--- config.mk ---
export PLATFORM = sky130hd
export DESIGN_NAME = rect_overlay_gen
export DESIGN_NICKNAME = d
export VERILOG_FILES = /design/src/rtl/rect_overlay_gen.sv
export SDC_FILE = /design/constraint.sdc
export NUM_CORES = 2
export LEC_CHECK = 0
export CELL_PAD_IN_SITES_DETAIL_PLACEMENT = 1
export CELL_PAD_IN_SITES_GLOBAL_PLACEMENT = 2
export CORE_ASPECT_RATIO = 1.4
export CORE_MARGIN = 2
export CORE_UTILIZATION = 41
export CTS_BUF_LIST = sky130_fd_sc_hd__clkbuf_8
export DETAILED_ROUTE_END_ITERATION = 6
export HOLD_SLACK_MARGIN = 0.03
export PLACE_DENSITY = 0.78
export SYNTH_ARGS = -nofsm -noshare
export SYNTH_HDL_FRONTEND = slang
export SYNTH_SLANG_ARGS = --single-unit
--- constraint.sdc ---
create_clock -name clk -period 3.2 [get_ports clk]
set_input_delay 0.48 -clock clk [delete_from_list [all_inputs] [get_ports clk]]
set_output_delay 0.48 -clock clk [all_outputs]
set_load 0.02 [all_outputs]
--- src/rtl/rect_overlay_gen.sv ---
// Rectangle overlay generator: programmable, double-buffered rectangles drawn over
// the pixel-counter position, with blink and a 2-cycle hit/priority pipeline.

module rect_hit #(
  parameter int COORD_W = 10
) (
  input  logic               en,
  input  logic               blink,
  input  logic               phase,
  input  logic [COORD_W-1:0] x0,
  input  logic [COORD_W-1:0] x1,
  input  logic [COORD_W-1:0] y0,
  input  logic [COORD_W-1:0] y1,
  input  logic [COORD_W-1:0] pos_x,
  input  logic [COORD_W-1:0] pos_y,
  output logic               hit
);
  // Inverted bounds (x0>x1 or y0>y1) naturally never satisfy both compares.
  assign hit = en && !(blink && phase) &&
               (pos_x >= x0) && (pos_x <= x1) &&
               (pos_y >= y0) && (pos_y <= y1);
endmodule

module rect_overlay_gen #(
  parameter int NUM_RECTS    = 16,
  parameter int COORD_W      = 10,
  parameter int COLOR_W      = 3,
  parameter int H_START      = 48,
  parameter int H_END        = 640,
  parameter int V_START      = 33,
  parameter int V_END        = 480,
  parameter int BLINK_FRAMES = 30
) (
  input  logic                         clk,
  input  logic                         reset,
  input  logic [COORD_W-1:0]           pos_x,
  input  logic [COORD_W-1:0]           pos_y,
  input  logic                         frame_sync,
  input  logic                         cfg_we,
  output logic                         cfg_ready,
  input  logic [$clog2(NUM_RECTS)-1:0] cfg_addr,
  input  logic [COORD_W-1:0]           cfg_x0,
  input  logic [COORD_W-1:0]           cfg_x1,
  input  logic [COORD_W-1:0]           cfg_y0,
  input  logic [COORD_W-1:0]           cfg_y1,
  input  logic [COLOR_W-1:0]           cfg_color,
  input  logic                         cfg_en,
  input  logic                         cfg_blink,
  output logic                         cfg_pending,
  output logic                         blank,
  output logic                         letra,
  output logic [COLOR_W-1:0]           color,
  output logic [$clog2(NUM_RECTS)-1:0] hit_idx
);
  localparam int AW     = $clog2(NUM_RECTS);
  localparam int FC_W   = (BLINK_FRAMES > 1) ? $clog2(BLINK_FRAMES) : 1;
  localparam int STAGES = 2;

  typedef struct packed {
    logic               en;
    logic               blink;
    logic [COLOR_W-1:0] color;
    logic [COORD_W-1:0] x0;
    logic [COORD_W-1:0] x1;
    logic [COORD_W-1:0] y0;
    logic [COORD_W-1:0] y1;
  } rect_t;

  rect_t [NUM_RECTS-1:0] shadow, active;
  rect_t                 wr_rect;
  logic                  wr_go;

  // vld_pipe[0] is the live input side; [k] marks stage k holding post-reset data.
  logic [STAGES:0] vld_pipe;
  logic [STAGES:1] vld_q;
  assign vld_pipe = {vld_q, ~reset};

  always_ff @(posedge clk) begin
    if (reset) vld_q <= '0;
    else       vld_q <= vld_pipe[STAGES-1:0];
  end

  assign cfg_ready = vld_pipe[1];
  assign wr_go     = cfg_we && cfg_ready;
  assign wr_rect   = '{en: cfg_en, blink: cfg_blink, color: cfg_color,
                       x0: cfg_x0, x1: cfg_x1, y0: cfg_y0, y1: cfg_y1};

  // Commit copies the pre-edge shadow, so a same-cycle write waits for the next frame.
  always_ff @(posedge clk) begin
    if (reset) begin
      shadow      <= '0;
      active      <= '0;
      cfg_pending <= 1'b0;
    end else begin
      if (frame_sync) active <= shadow;
      if (wr_go) shadow[cfg_addr] <= wr_rect;
      if (wr_go)           cfg_pending <= 1'b1;
      else if (frame_sync) cfg_pending <= 1'b0;
    end
  end

  logic [FC_W-1:0] fcnt;
  logic            blink_phase;

  always_ff @(posedge clk) begin
    if (reset) begin
      fcnt        <= '0;
      blink_phase <= 1'b0;
    end else if (frame_sync) begin
      if (fcnt == FC_W'(BLINK_FRAMES - 1)) begin
        fcnt        <= '0;
        blink_phase <= ~blink_phase;
      end else begin
        fcnt <= fcnt + 1'b1;
      end
    end
  end

  logic [NUM_RECTS-1:0] hit_c;
  logic                 blank_c;

  for (genvar i = 0; i < NUM_RECTS; i++) begin : g_hit
    rect_hit #(.COORD_W(COORD_W)) u_hit (
      .en    (active[i].en),
      .blink (active[i].blink),
      .phase (blink_phase),
      .x0    (active[i].x0),
      .x1    (active[i].x1),
      .y0    (active[i].y0),
      .y1    (active[i].y1),
      .pos_x (pos_x),
      .pos_y (pos_y),
      .hit   (hit_c[i])
    );
  end

  assign blank_c = (pos_x <= COORD_W'(H_START)) || (pos_x >= COORD_W'(H_END)) ||
                   (pos_y <= COORD_W'(V_START)) || (pos_y >= COORD_W'(V_END));

  // Stage 1: blank + raw hit vector.
  logic                 blank1;
  logic [NUM_RECTS-1:0] hit1;

  always_ff @(posedge clk) begin
    if (reset) begin
      blank1 <= 1'b0;
      hit1   <= '0;
    end else begin
      blank1 <= blank_c;
      hit1   <= hit_c;
    end
  end

  // Lowest set index wins.
  logic          win_any;
  logic [AW-1:0] win_idx;

  always_comb begin
    win_any = 1'b0;
    win_idx = '0;
    for (int i = NUM_RECTS - 1; i >= 0; i--) begin
      if (hit1[i]) begin
        win_any = 1'b1;
        win_idx = AW'(i);
      end
    end
  end

  // Stage 2: registered outputs.
  logic               blank_q, letra_q;
  logic [COLOR_W-1:0] color_q;
  logic [AW-1:0]      idx_q;

  always_ff @(posedge clk) begin
    if (reset) begin
      blank_q <= 1'b0;
      letra_q <= 1'b0;
      color_q <= '0;
      idx_q   <= '0;
    end else begin
      blank_q <= blank1;
      if (blank1 || !win_any) begin
        letra_q <= 1'b0;
        color_q <= '0;
        idx_q   <= '0;
      end else begin
        letra_q <= 1'b1;
        color_q <= active[win_idx].color;
        idx_q   <= win_idx;
      end
    end
  end

  assign blank   = blank_q & vld_pipe[STAGES];
  assign letra   = letra_q & vld_pipe[STAGES];
  assign color   = color_q & {COLOR_W{vld_pipe[STAGES]}};
  assign hit_idx = idx_q & {AW{vld_pipe[STAGES]}};

endmodule

==> results.py <==
metrics = {
    "critical_path": {
        "cp.arrival_ns": 2.50,
        "critPathLaunchType": "flop",
        "reg2reg_slack_ns": 0.34,
        "required_ns": 2.72,
        "critical-path-max-stage-delay_ns": 0.65,
        "cp_cell_sequence": "and2_1 > clkdlybuf4s50_1",
        "path_max_fanout": 9,
        "cp_slowest_cell": "clkdlybuf4s50_1",
        "crit_type": "reg -> out",
        "endpoint_kind": "output port",
    },
    "yosys": {
        "syn-num-nets": 8547,
        "synthesis.area_mm2": 0.06681,
        "synth-seq-area-share_pct": 44.20,
        "syn_inst": 7832,
        "synth_ff_type": "dfxtp_1",
        "synth_edf_count": 0,
        "synth_cell_types": 61,
        "synthArstFlopShare_pct": 0,
        "synth_warnings": 0,
        "synth_seq_cells": 1475,
        "syn_avg_cell_area_um2": 8.530,
    },
    "finish": {
        "drive_gt1_share_pct": 8.230,
        "final_common_cell": "nand2_1",
        "final_cell_mix": "nand2_1 (1,528), dfxtp_1 (1,474), a21oi_1 (881), nor2_1 (782), mux2i_1 (735)",
        "area_growth_pct": 13.82,
        "multi_input_area_mm2": 0.03337,
        "seqCellArea_mm2": 0.02953,
        "fin_nets": 8675,
        "final_cell_area_mm2": 0.07604,
        "fill_cells": 18970,
        "stdcell_count": 10260,
    },
    "sta": {
        "fin_crit_sh_pct": 92.97,
        "rsz0062_at_grt": "no",
        "setup_viol": 0,
        "relSlewSlack_pct": 16.86,
        "drv_slew": 0,
        "finalClockSkew_ns": 0.05110,
        "finalHoldViolations": 0,
        "achievable-frequency_mhz": 336.1,
        "hold_ws_ns": 0.09797,
        "tightest_slew_ns": 1.247,
        "fin_crit_ns": 2.975,
    },
    "detailed_routing": {
        "met3_length_mm": 7.443,
        "drt_first_pass_iters": 5,
        "wl_met2_mm": 114.5,
        "drt-initial-drc-count": 2858,
        "wirelength_mm": 231.2,
        "drc": 0,
        "ant_nets": 0,
        "via_per_inst": 5.342,
        "wl_per_cell_um": 22.53,
        "top_layer_used": "met5",
        "drt-met1-wl_mm": 103.6,
        "num_vias": 54800,
    },
    "clocking": {
        "cts.sinks": 1475,
        "cts_setup_buffers": 0,
        "insertion_delay_ns": 1.00,
        "cts_buffers": 233,
        "clk_pin_slew_ns": 0.06,
        "cts-htree-levels": 4,
        "cts-root-buf": "clkbuf_8",
        "cts_tree": "built",
        "clk_path_buf_depth": 3,
    },
    "global_route": {
        "grt_first_pass_wirelength_mm": 350.2,
        "grt_max_degree": 217,
        "antenna_found_initial": 9,
        "grt_usage_pct": 27.53,
        "grt_overflow_total": 0,
        "grt_pass1_vias": 57110,
    },
    "die": {
        "core_region_area_mm2": 0.1622,
        "core.rowCount": 175,
        "die_y_um": 481.6,
        "die-area_mm2": 0.1662,
        "start_util_pct": 41.18,
        "io_pins": 84,
        "die_w_um": 345.2,
    },
    "power": {
        "cellLeakagePower_nw": 29.52,
        "total_power_w": 0.03757,
        "ir_drop_uv": 463.2,
        "powerDensity_mw_per_mm2": 494.0,
    },
    "job": {
        "cap_viol_max_count": 0,
    },
    "place": {
        "place.gp.congestion": 0.8270,
        "dp_hpwl_mm": 149.8,
        "numPlacedInstances": 9842,
        "placed_area_mm2": 0.07144,
        "port_buffers": 83,
    },
    "worst_hold_path": {
        "hold_class": "in -> reg",
    },
    "outcome": {
        "status": "complete, no violations",
    },
}
## flip-flops by register name, indices dropped and copies added, names as in the netlist
| name | cells |
|---|---|
| hit1 | 16 |
| color_q | 3 |
| shadow | 720 |
| blank_q | 1 |
| blink_phase | 1 |
| idx_q | 4 |
| letra_q | 1 |
| blank1 | 1 |
| active | 720 |
| vld_q | 2 |
| cfg_pending | 1 |
| fcnt | 5 |
## where the power goes
part	switching (W)	total (W)	leakage (nW)	internal (W)
clock network	0.00781	0.0159	2.64	0.00810
registers	0.0000590	0.0185	11.9	0.0185
logic	0.00206	0.00313	15.0	0.00107
## synthesized netlist by cell type, types with 3 or more instances
master	n	area, um^2
a2111oi_0	33	289.0
a211oi_1	39	292.8
a21o_1	70	525.5
a21oi_1	881	4409
a221oi_1	11	96.34
a22oi_1	3	22.52
a311oi_1	3	26.28
a31oi_1	9	56.30
a41oi_1	6	52.55
and2_1	11	68.82
and3_1	11	68.82
and4b_1	5	50.05
buf_1	68	255.2
clkbuf_1	407	1528
dfxtp_1	1475	29530
ha_1	642	8033
inv_1	598	2245
mux2i_1	735	7357
nand2_1	1537	5769
nand2b_1	42	262.8
nand3_1	41	205.2
nand4_1	52	325.3
nor2_1	794	2980
nor2b_1	29	181.4
nor3_1	35	175.2
nor4_1	9	56.30
o2111ai_1	19	166.4
o211ai_1	35	262.8
o21a_1	39	292.8
o21ai_0	119	595.6
o21bai_1	14	105.1
o221ai_1	5	43.79
o22ai_1	5	31.28
o32ai_1	9	78.83
or3_1	4	25.02
or4_1	3	22.52
xor2_1	4	35.03
## worst paths after layout
kind / start / to / depth (start not counted)
min: cfg_y1[0] / shadow[270] / 3
max reg2reg: hit1[7] / color_q[0] / 7
max: vld_q[2] / hit_idx[2] / 2
min reg2reg: shadow[32] / shadow[32] / 2
## per-stage QoR
stage	setup TNS (ns)	utilization, %	setup slack, ns
2_1_floorplan	0	-	0.5342
3_3_place_gp	-1.159	44.03	-0.2511
3_5_place_dp	-1.336	44.03	-0.2492
4_1_cts	0	46.86	0.1439
5_1_grt	0	46.86	0.1945
6_report	0	46.86	0.2248
## area by class of cell
type	count	share of cell area, %
Multi-Input combinational cell	5281	43.89
Sequential cell	1475	38.84
Clock buffer	287	5.195
Timing Repair Buffer	370	4.867
Tap cell	2124	3.495
Inverter	599	2.957
Clock inverter	117	0.7421
Antenna cell	5	0.01645
## layer usage
layer | vias to the layer above | GRT usage [%]
met5 | - | 0
met4 | 6 | 8.030
met3 | 305 | 3.279
met2 | 781 | 49.32
met1 | 27480 | 34.60
li1 | 26230 | -
## cells by family after synthesis
family / share of synthesized area [%]
and+or+nand+nor: 15.35
adders and majority gates: 12.02
xor gates and xnor gates: 0.06555
AOI/OAI and AO/OA: 11.22
DFF: 44.20
buffers and inverters: 6.075
muxes: 11.07
## repair_timing
| action | 4_1_cts | 5_1_grt |
|---|---|---|
| endpoints found under the hold margin | 86 | 0 |
| endpoints found under the setup margin | 2 | 0 |
| hold buffers | 7 | 0 |
| gates resized for setup | 1 | 0 |
## worst max-delay path: cells and delay by family (launching register included)
kind / cells / cell delay (ns)
buffers and inverters: 1 / 0.65
flip-flops: 1 / 0.54
AND/OR/NAND/NOR: 1 / 0.31
(Power assumes the default switching activity.)
